**config.mk**
```make
export PLATFORM = sky130hd
export DESIGN_NAME = scan_sequencer_2to4_flat
export DESIGN_NICKNAME = d
export VERILOG_FILES = /design/src/rtl/scan_sequencer_2to4_if.sv /design/src/rtl/scan_sequencer_2to4.sv /design/src/flat_wrapper.sv
export SDC_FILE = /design/constraint.sdc
export NUM_CORES = 1
export LEC_CHECK = 0
export BUFFER_PORTS_ARGS = -buffer_cell sky130_fd_sc_hd__buf_2
export CORE_UTILIZATION = 34
export CTS_BUF_LIST = sky130_fd_sc_hd__clkbuf_4
export DETAILED_ROUTE_END_ITERATION = 6
export PLACE_DENSITY = 0.5
export SKIP_LAST_GASP = 1
export SYNTH_ARGS = -nofsm -noshare
export SYNTH_HDL_FRONTEND = slang
export SYNTH_SLANG_ARGS = --single-unit
export TNS_END_PERCENT = 1
```
**constraint.sdc**
```tcl
create_clock -name clk -period 2.14 [get_ports clk]
set_input_delay 0.428 -clock clk [delete_from_list [all_inputs] [get_ports clk]]
set_output_delay 0.428 -clock clk [all_outputs]
set_load 0.01 [all_outputs]
```
**src/rtl/scan_sequencer_2to4_if.sv**
```systemverilog
// Handshake/control bundle between a scan controller and scan_sequencer_2to4.
// The sequencer's enable/sel outputs feed decoder_2to4 directly.
interface scan_sequencer_2to4_if #(
    parameter int unsigned DWELL_W = 8
);
    logic               start;
    logic               stop;
    logic               continuous;
    logic [3:0]         ch_mask;
    logic [DWELL_W-1:0] dwell;
    logic               enable;
    logic [1:0]         sel;
    logic               busy;
    logic               done;

    modport master (
        output start, stop, continuous, ch_mask, dwell,
        input  enable, sel, busy, done
    );

    modport slave (
        input  start, stop, continuous, ch_mask, dwell,
        output enable, sel, busy, done
    );
endinterface

```
**src/rtl/scan_sequencer_2to4.sv**
```systemverilog
// Channel scanner for decoder_2to4: walks the set bits of a latched mask in
// ascending order, holding each channel for dwell+1 cycles, single-shot or looping.
module scan_sequencer_2to4 #(
    parameter int unsigned DWELL_W = 8
) (
    input  logic                 clk,
    input  logic                 rst,
    scan_sequencer_2to4_if.slave bus
);
    typedef enum logic {
        IDLE = 1'b0,
        SCAN = 1'b1
    } state_t;

    state_t             state, state_nxt;
    logic [DWELL_W-1:0] cnt, cnt_nxt;
    logic [DWELL_W-1:0] dwell_q, dwell_nxt;
    logic [3:0]         mask_q, mask_nxt;
    logic               cont_q, cont_nxt;
    logic               enable_q, enable_nxt;
    logic [1:0]         sel_q, sel_nxt;
    logic               busy_q, busy_nxt;
    logic               done_q, done_nxt;

    logic               dwell_hit;
    logic [3:0]         above;

    // Index of the lowest set bit; callers guarantee a non-zero mask.
    function automatic logic [1:0] lowest_set(input logic [3:0] m);
        logic [1:0] idx;
        idx = 2'd0;
        for (int i = 3; i >= 0; i--) begin
            if (m[i]) idx = 2'(i);
        end
        return idx;
    endfunction

    // Mask bits strictly above the current channel.
    function automatic logic [3:0] above_mask(input logic [3:0] m, input logic [1:0] cur);
        logic [3:0] hi;
        hi = 4'd0;
        for (int i = 0; i < 4; i++) begin
            hi[i] = m[i] && (i > int'(cur));
        end
        return hi;
    endfunction

    assign dwell_hit = (cnt == dwell_q);
    assign above     = above_mask(mask_q, sel_q);

    // State and datapath registers.
    always_ff @(posedge clk) begin
        if (rst) begin
            state    <= IDLE;
            cnt      <= '0;
            dwell_q  <= '0;
            mask_q   <= 4'd0;
            cont_q   <= 1'b0;
            enable_q <= 1'b0;
            sel_q    <= 2'd0;
            busy_q   <= 1'b0;
            done_q   <= 1'b0;
        end else begin
            state    <= state_nxt;
            cnt      <= cnt_nxt;
            dwell_q  <= dwell_nxt;
            mask_q   <= mask_nxt;
            cont_q   <= cont_nxt;
            enable_q <= enable_nxt;
            sel_q    <= sel_nxt;
            busy_q   <= busy_nxt;
            done_q   <= done_nxt;
        end
    end

    // Next-state logic.
    always_comb begin
        state_nxt = state;
        case (state)
            IDLE: begin
                if (bus.start && (bus.ch_mask != 4'd0)) state_nxt = SCAN;
            end
            SCAN: begin
                if (bus.stop) begin
                    state_nxt = IDLE;
                end else if (dwell_hit && (above == 4'd0) && !cont_q) begin
                    state_nxt = IDLE;
                end
            end
            default: state_nxt = IDLE;
        endcase
    end

    // Output and datapath next values; done is a single-cycle pulse by default.
    always_comb begin
        cnt_nxt    = cnt;
        dwell_nxt  = dwell_q;
        mask_nxt   = mask_q;
        cont_nxt   = cont_q;
        enable_nxt = enable_q;
        sel_nxt    = sel_q;
        busy_nxt   = busy_q;
        done_nxt   = 1'b0;
        case (state)
            IDLE: begin
                if (bus.start && (bus.ch_mask != 4'd0)) begin
                    mask_nxt   = bus.ch_mask;
                    dwell_nxt  = bus.dwell;
                    cont_nxt   = bus.continuous;
                    sel_nxt    = lowest_set(bus.ch_mask);
                    enable_nxt = 1'b1;
                    busy_nxt   = 1'b1;
                    cnt_nxt    = '0;
                end
            end
            SCAN: begin
                if (bus.stop) begin
                    enable_nxt = 1'b0;
                    busy_nxt   = 1'b0;
                    cnt_nxt    = '0;
                end else if (!dwell_hit) begin
                    cnt_nxt = cnt + DWELL_W'(1);
                end else begin
                    cnt_nxt = '0;
                    if (above != 4'd0) begin
                        sel_nxt = lowest_set(above);
                    end else if (cont_q) begin
                        sel_nxt = lowest_set(mask_q);
                    end else begin
                        enable_nxt = 1'b0;
                        busy_nxt   = 1'b0;
                        done_nxt   = 1'b1;
                    end
                end
            end
            default: begin
                enable_nxt = 1'b0;
                busy_nxt   = 1'b0;
            end
        endcase
    end

    assign bus.enable = enable_q;
    assign bus.sel    = sel_q;
    assign bus.busy   = busy_q;
    assign bus.done   = done_q;
endmodule

```
**src/flat_wrapper.sv**
```systemverilog
// flat-port wrapper written by rule: the top's interface ports become plain ports
module scan_sequencer_2to4_flat 
#(
    parameter int unsigned DWELL_W = 8
)
  (clk, rst, bus_start, bus_stop, bus_continuous, bus_ch_mask, bus_dwell, bus_enable, bus_sel, bus_busy, bus_done);
  scan_sequencer_2to4_if #(.DWELL_W(DWELL_W)) bus_i ();
  input  logic clk;
  input  logic rst;
  input wire logic [$bits(bus_i.start)-1:0] bus_start;
  input wire logic [$bits(bus_i.stop)-1:0] bus_stop;
  input wire logic [$bits(bus_i.continuous)-1:0] bus_continuous;
  input wire logic [$bits(bus_i.ch_mask)-1:0] bus_ch_mask;
  input wire logic [$bits(bus_i.dwell)-1:0] bus_dwell;
  output wire logic [$bits(bus_i.enable)-1:0] bus_enable;
  output wire logic [$bits(bus_i.sel)-1:0] bus_sel;
  output wire logic [$bits(bus_i.busy)-1:0] bus_busy;
  output wire logic [$bits(bus_i.done)-1:0] bus_done;
  assign bus_i.start = bus_start;
  assign bus_i.stop = bus_stop;
  assign bus_i.continuous = bus_continuous;
  assign bus_i.ch_mask = bus_ch_mask;
  assign bus_i.dwell = bus_dwell;
  assign bus_enable = bus_i.enable;
  assign bus_sel = bus_i.sel;
  assign bus_busy = bus_i.busy;
  assign bus_done = bus_i.done;
  scan_sequencer_2to4 #(.DWELL_W(DWELL_W)) u_core (.clk(clk), .rst(rst), .bus(bus_i));
endmodule
```
==> flow_summary_export.csv, run 1 <==
group,metric,value,unit
sta,clock.fmax,0.555,GHz
drt,viasPerCell,5.16,
synthesis,synthArstFlopShare,0,
synthesis,synthesis.area,1300,sq um
sta,max_slew.worst_pin.slew,0.552,ns
floorplan,coreArea,3660,sq um
synthesis,synthFlopType,"dfxtp_1",
floorplan,io_pins,22,
sta,tns,0,ns
floorplan,die-area,4070,sq um
worst_setup_path,reg2reg_from,"u_core.cnt[5]",
power,p_sw,265,uW
sta,timing.hold.ws,0.332,ns
power,p_sw_frac,0.293,
synthesis,ys_top_cells_by_area,"dfxtp_1 40%, nand2_1 10%, a21oi_1 8.5%, xor2_1 6.1%, nor4_2 2.9%",
power,pwr-share-clk,0.232,
cts,cts_hold_buffers,0,
floorplan,fp.dieH,63.8,um
floorplan,start_util,0.355,
cts,post_cts_buffers,0,
drt,routedWlPerCell,13.1,um
sta,slew_headroom,0.631,
grt,antenna_found_initial,0,
run,cap_violations,0,
sta,fin_crit,1.80,ns
grt,grt_max_degree,21,
worst_setup_path,required,2.35,ns
cts,clockBufferDepth,2,
worst_setup_path,arrival,2.01,ns
power,power.total,905,uW
power,peakVddDrop,0.245,mV
sta,drv_slew,0,
grt,gr-total-overflow,0,
drt,wirelength,2910,um
hold_path,holdCritStartpoint,"bus_dwell[3]",
final_layout,regArea,520,sq um
power,comb_power_share,0.177,
sta,rsz0062_at_grt,"no",
drt,via_count,1151,
worst_setup_path,path_max_fanout,7,
drt,first_pass_iters,4,
final_layout,multiInputGateArea,708,sq um
synthesis,synth_cell_types,37,
synthesis,yosysSeqAreaShare,0.401,
final_layout,drive_above_1_share,0.177,
synthesis,synth_top_cells_by_count,"35 x nand2_1, 26 x dfxtp_1, 22 x a21oi_1",
floorplan,die_w,63.8,um
final_layout,nets,194,
placed_design,place.gp.congestion,0.782,
cts,cts_sinks,26,
drt,drcViolationCount,0,
synthesis,synthCells,158,
cts,clkLatencyLatePin,0.31,ns
placed_design,hpwlAfterDp,2260,um
sta,fin_crit_sh,0.842,
cts,root_buffer,"clkbuf_4",
worst_setup_path,critical_path.endpoint_type,"register",
cts,path_clk_slew,0.14,ns
power,cellPowerDensity,626,nW/um^2
worst_setup_path,worstSetupStartpoint,"u_core.cnt[5]",
drt,route.antenna.remaining_nets,0,
cts,cts_tree,"yes",
synthesis,yosys.area.top_type_share,0.401,
cts,post_cts_resized,0,
outcome,status,"finished clean",
final_layout,antennaDiodeCount,0,
final_layout,fillers,381,
hold_path,holdPathStages,3,
synthesis,synth_edf_count,0,
grt,grt_use_total,0.162,
worst_setup_path,worstSetupPathType,"register to register",
grt,grt_pass1_vias,1104,
grt,grt_first_pass_wirelength,5090,um
power,leakagePower,0.000599,uW
sta,setup_viol,0,
synthesis,synth_seq_cells,26,
synthesis,ys_warn_count,0,
synthesis,synth_most_common_cell,"nand2_1",
cts,htreeDepth,1,
sta,hold_viol_final,0,
final_layout,flow.area_growth_from_synthesis,11.4,%
synthesis,synth_nets,176,
placed_design,io_buffers,21,
cts,numCtsBuffers,3,
synthesis,yosysTopAreaCell,"dfxtp_1",
worst_setup_path,r2r_cells,5,
sta,finClkSkew,0.00239,ns
power,p_int,640,uW
hold_path,hold_path.class,"input pin to register",
power,seqPwrFrac,0.591,
worst_setup_path,crit_path_start_kind,"register",
drt,drtIter0Drc,64,
synthesis,avgSynthCellArea,8.22,sq um
floorplan,std_cell_rows,22,
[layout by cell type, fill, tap and decap left out, types with 2 or more instances in the layout]
cell type	n
a21oi_1	22
xor2_1	9
o21ai_0	2
nand3_1	4
clkbuf_4	3
nor2_1	7
mux2i_1	2
nor4_2	3
buf_2	21
o21bai_1	2
dfxtp_1	26
nand2_1	35
nor2b_1	2
or2_2	2
nand2b_1	3
o221ai_1	3
a22o_1	2
a41oi_1	2
inv_1	5
a31oi_1	4
[through the flow]
stage	worst slack, ns	utilization	cells	area [sq um]
6_report	0.337	0.395	223	1450
5_1_grt	0.216	0.395	223	1450
4_1_cts	0.350	0.395	223	1450
3_5_place_dp	0.114	0.388	219	1420
3_3_place_gp	0.288	0.388	219	1420
2_1_floorplan	0.584	-	158	1300
[power groups by stage]
stage / clock network (uW) / registers, uW / logic [uW]
floorplan: 0 / 536 / 117
global placement: 0 / 545 / 158
detailed placement: 0 / 545 / 160
CTS: 220 / 535 / 161
global route: 248 / 540 / 179
finish: 210 / 535 / 160
[critical path, cell delays in order (launching register included)]
cell and delay (ns):
dfxtp_1 0.49, xor2_1 0.13, nor4_2 0.49, nand2_1 0.25, a32oi_1 0.28, nor2_1 0.06
[cell families after synthesis]
group	Yosys count	synth area share
AOI/OAI and AO/OA	46	0.238
muxes	2	0.0154
and+or+nand+nor	59	0.215
buffers and inverters	14	0.0539
adders and majority gates	1	0.00963
xor gates and xnor gates	10	0.0674
DFF	26	0.401
[registers in the layout, indices dropped and copies added, names as in the netlist]
register,cells
u_core.bus.enable,1
u_core.cnt,8
u_core.mask_q,4
u_core.state,1
u_core.bus.done,1
u_core.bus.sel,2
u_core.dwell_q,8
u_core.cont_q,1
[final timing paths]
path                        to  slack (ns)
max              u_core.cnt[1]        0.34
max reg2reg      u_core.cnt[1]        0.34
min reg2reg      u_core.cont_q        0.47
min          u_core.dwell_q[3]        0.33
[metal layers]
layer | up-vias | wire (um) | global-route usage
li1 | 585 | - | -
met1 | 533 | 1410 | 0.214
met2 | 31 | 1360 | 0.269
met3 | 2 | 123 | 0.0268
met4 | 0 | 19 | 0.0511
met5 | - | 0 | 0
[final cells by class]
type | instances | area share
clock buffer | 3 | 0.0156
inverter | 5 | 0.0130
clock inverter | 1 | 0.00260
timing repair buffer | 22 | 0.0779
multi-input combinational | 118 | 0.490
tap | 48 | 0.0415
sequential | 26 | 0.360
(Power assumes the default switching activity.)
==> run 2, diff against run 1 <==
--- a/config.mk
+++ b/config.mk
@@ -9,7 +9,7 @@
 export CORE_UTILIZATION = 34
 export CTS_BUF_LIST = sky130_fd_sc_hd__clkbuf_4
 export DETAILED_ROUTE_END_ITERATION = 6
-export PLACE_DENSITY = 0.5
+export PLACE_DENSITY = 0.52
 export SKIP_LAST_GASP = 1
 export SYNTH_ARGS = -nofsm -noshare
 export SYNTH_HDL_FRONTEND = slang
==> constraint.sdc (replaced) <==
create_clock -name clk -period 1.65 [get_ports clk]
set_input_delay 0.33 -clock clk [delete_from_list [all_inputs] [get_ports clk]]
set_output_delay 0.33 -clock clk [all_outputs]
set_load 0.01 [all_outputs]
==> flow_summary_export.csv, run 2 (synthesis gave the netlist of run 1 again) <==
group,metric,value,unit
final_layout,mostFrequentLayoutCells,"35 x nand2_1, 23 x dfxtp_1, 22 x a21oi_1",
placed_design,hpwlAfterDp,2230,um
floorplan,start_util,0.355,
grt,grt_pass1_vias,1094,
cts,cts_sinks,26,
outcome,status,"finished clean",
final_layout,layout_commonest_cell,"nand2_1",
power,peakVddDrop,0.358,mV
sta,slew_headroom,0.749,
worst_setup_path,crit_path_start_kind,"register",
sta,max_slew.worst_pin.slew,0.371,ns
drt,wirelength,2980,um
final_layout,flow.area_growth_from_synthesis,27.2,%
drt,drcViolationCount,0,
worst_setup_path,critical_path.endpoint_type,"register",
grt,grt_max_degree,16,
sta,timing.hold.ws,0.207,ns
sta,hold_viol_final,0,
power,cellPowerDensity,844,nW/um^2
floorplan,std_cell_rows,22,
final_layout,drive_above_1_share,0.286,
worst_setup_path,path_max_fanout,4,
cts,root_buffer,"clkbuf_4",
grt,grt_use_total,0.153,
sta,rsz0062_at_grt,"yes",
cts,clockBufferDepth,2,
final_layout,nets,215,
drt,route.antenna.remaining_nets,0,
floorplan,fp.dieH,63.8,um
worst_setup_path,arrival,1.85,ns
final_layout,multiInputGateArea,721,sq um
drt,drtIter0Drc,40,
final_layout,fillers,369,
grt,grt_first_pass_wirelength,5000,um
drt,routedWlPerCell,12.2,um
final_layout,regArea,524,sq um
final_layout,largestRegisters,"u_core.cnt (8), u_core.dwell_q (8), u_core.mask_q (4)",
sta,finClkSkew,0.0113,ns
floorplan,coreArea,3660,sq um
worst_setup_path,required,1.90,ns
final_layout,fin_area,1650,sq um
worst_setup_path,worstSetupPathType,"register to register",
sta,setup_viol,0,
floorplan,die-area,4070,sq um
sta,clock.fmax,0.625,GHz
cts,cts_hold_buffers,0,
grt,gr-total-overflow,0,
drt,viasPerCell,4.89,
placed_design,place.gp.congestion,0.795,
cts,path_clk_slew,0.15,ns
final_layout,antennaDiodeCount,0,
cts,htreeDepth,1,
power,leakagePower,0.000721,uW
floorplan,io_pins,22,
drt,first_pass_iters,4,
drt,via_count,1193,
cts,numCtsBuffers,3,
hold_path,hold_path.class,"input pin to register",
placed_design,io_buffers,21,
run,cap_violations,0,
cts,cts_tree,"yes",
grt,antenna_found_initial,0,
cts,clkLatencyLatePin,0.33,ns
sta,fin_crit_sh,0.970,
sta,drv_slew,0,
floorplan,die_w,63.8,um
placed_design,placed_area,1580,sq um
power,power.total,1390,uW
sta,fin_crit,1.60,ns
==> run 2: cell types whose count changed in the layout (fill, tap and decap cells not counted) <==
cell       before  now
a211oi_2        0    1
bufinv_16       0    1
clkinv_1        1    0
dfxtp_1        26   23
buf_4           1   20
dfxtp_2         0    3
buf_12          0    1
==> run 2: layout make-up <==
| class | instances | area share |
|---|---|---|
| multi-input cells | 119 | 0.436 |
| flip-flops and latches | 26 | 0.317 |
| repair buffers | 42 | 0.167 |
| clock inverters | 1 | 0.0182 |
| inverters | 5 | 0.0114 |
| clock buffers | 3 | 0.0136 |
| well taps | 48 | 0.0364 |
==> run 2: critical path, stage by stage, from the launching register on <==
cell and delay (ns):
dfxtp_2 0.35, xor2_1 0.16, nor4_2 0.29, buf_4 0.20, o2111a_1 0.20, or2_2 0.13, mux2i_1 0.20
==> run 2: per-stage QoR <==
stage	setup WS [ns]	util	TNS, ns	std cells
final	0.0498	0.451	0	244
after floorplan	0.0937	-	0	158
after global routing	-0.0213	0.451	-0.0213	244
after global placement	-0.0309	0.432	-0.0846	239
after detailed placement	0.00299	0.432	0	239
after CTS	0.0335	0.447	0	243
==> run 2: final timing paths <==
check | start | end | slack (ns) | cells past startpoint
max | u_core.cnt[1] | u_core.bus.sel[0] | 0.05 | 6
min reg2reg | u_core.dwell_q[7] | u_core.dwell_q[7] | 0.48 | 2
max reg2reg | u_core.cnt[1] | u_core.bus.sel[0] | 0.05 | 6
min | bus_dwell[2] | u_core.dwell_q[2] | 0.21 | 3
==> run 2: repair_timing <==
item / CTS / global route
endpoints found under the setup margin: 0 / 7
setup buffers: 0 / 1
gates resized for setup: 0 / 3
==> run 2: layer usage <==
metal  GRT usage  part of all wire  vias up
met4      0.0341            0.0057        0
met1       0.218              0.52      540
met5           0                 0        -
met3      0.0268             0.033        2
met2       0.238              0.44       22
li1            -                 -      629
==> run 2: power breakdown <==
group | internal, uW | switching, uW | total, uW
clock network | 246 | 197 | 442
registers | 659 | 31.4 | 691
logic | 122 | 139 | 260
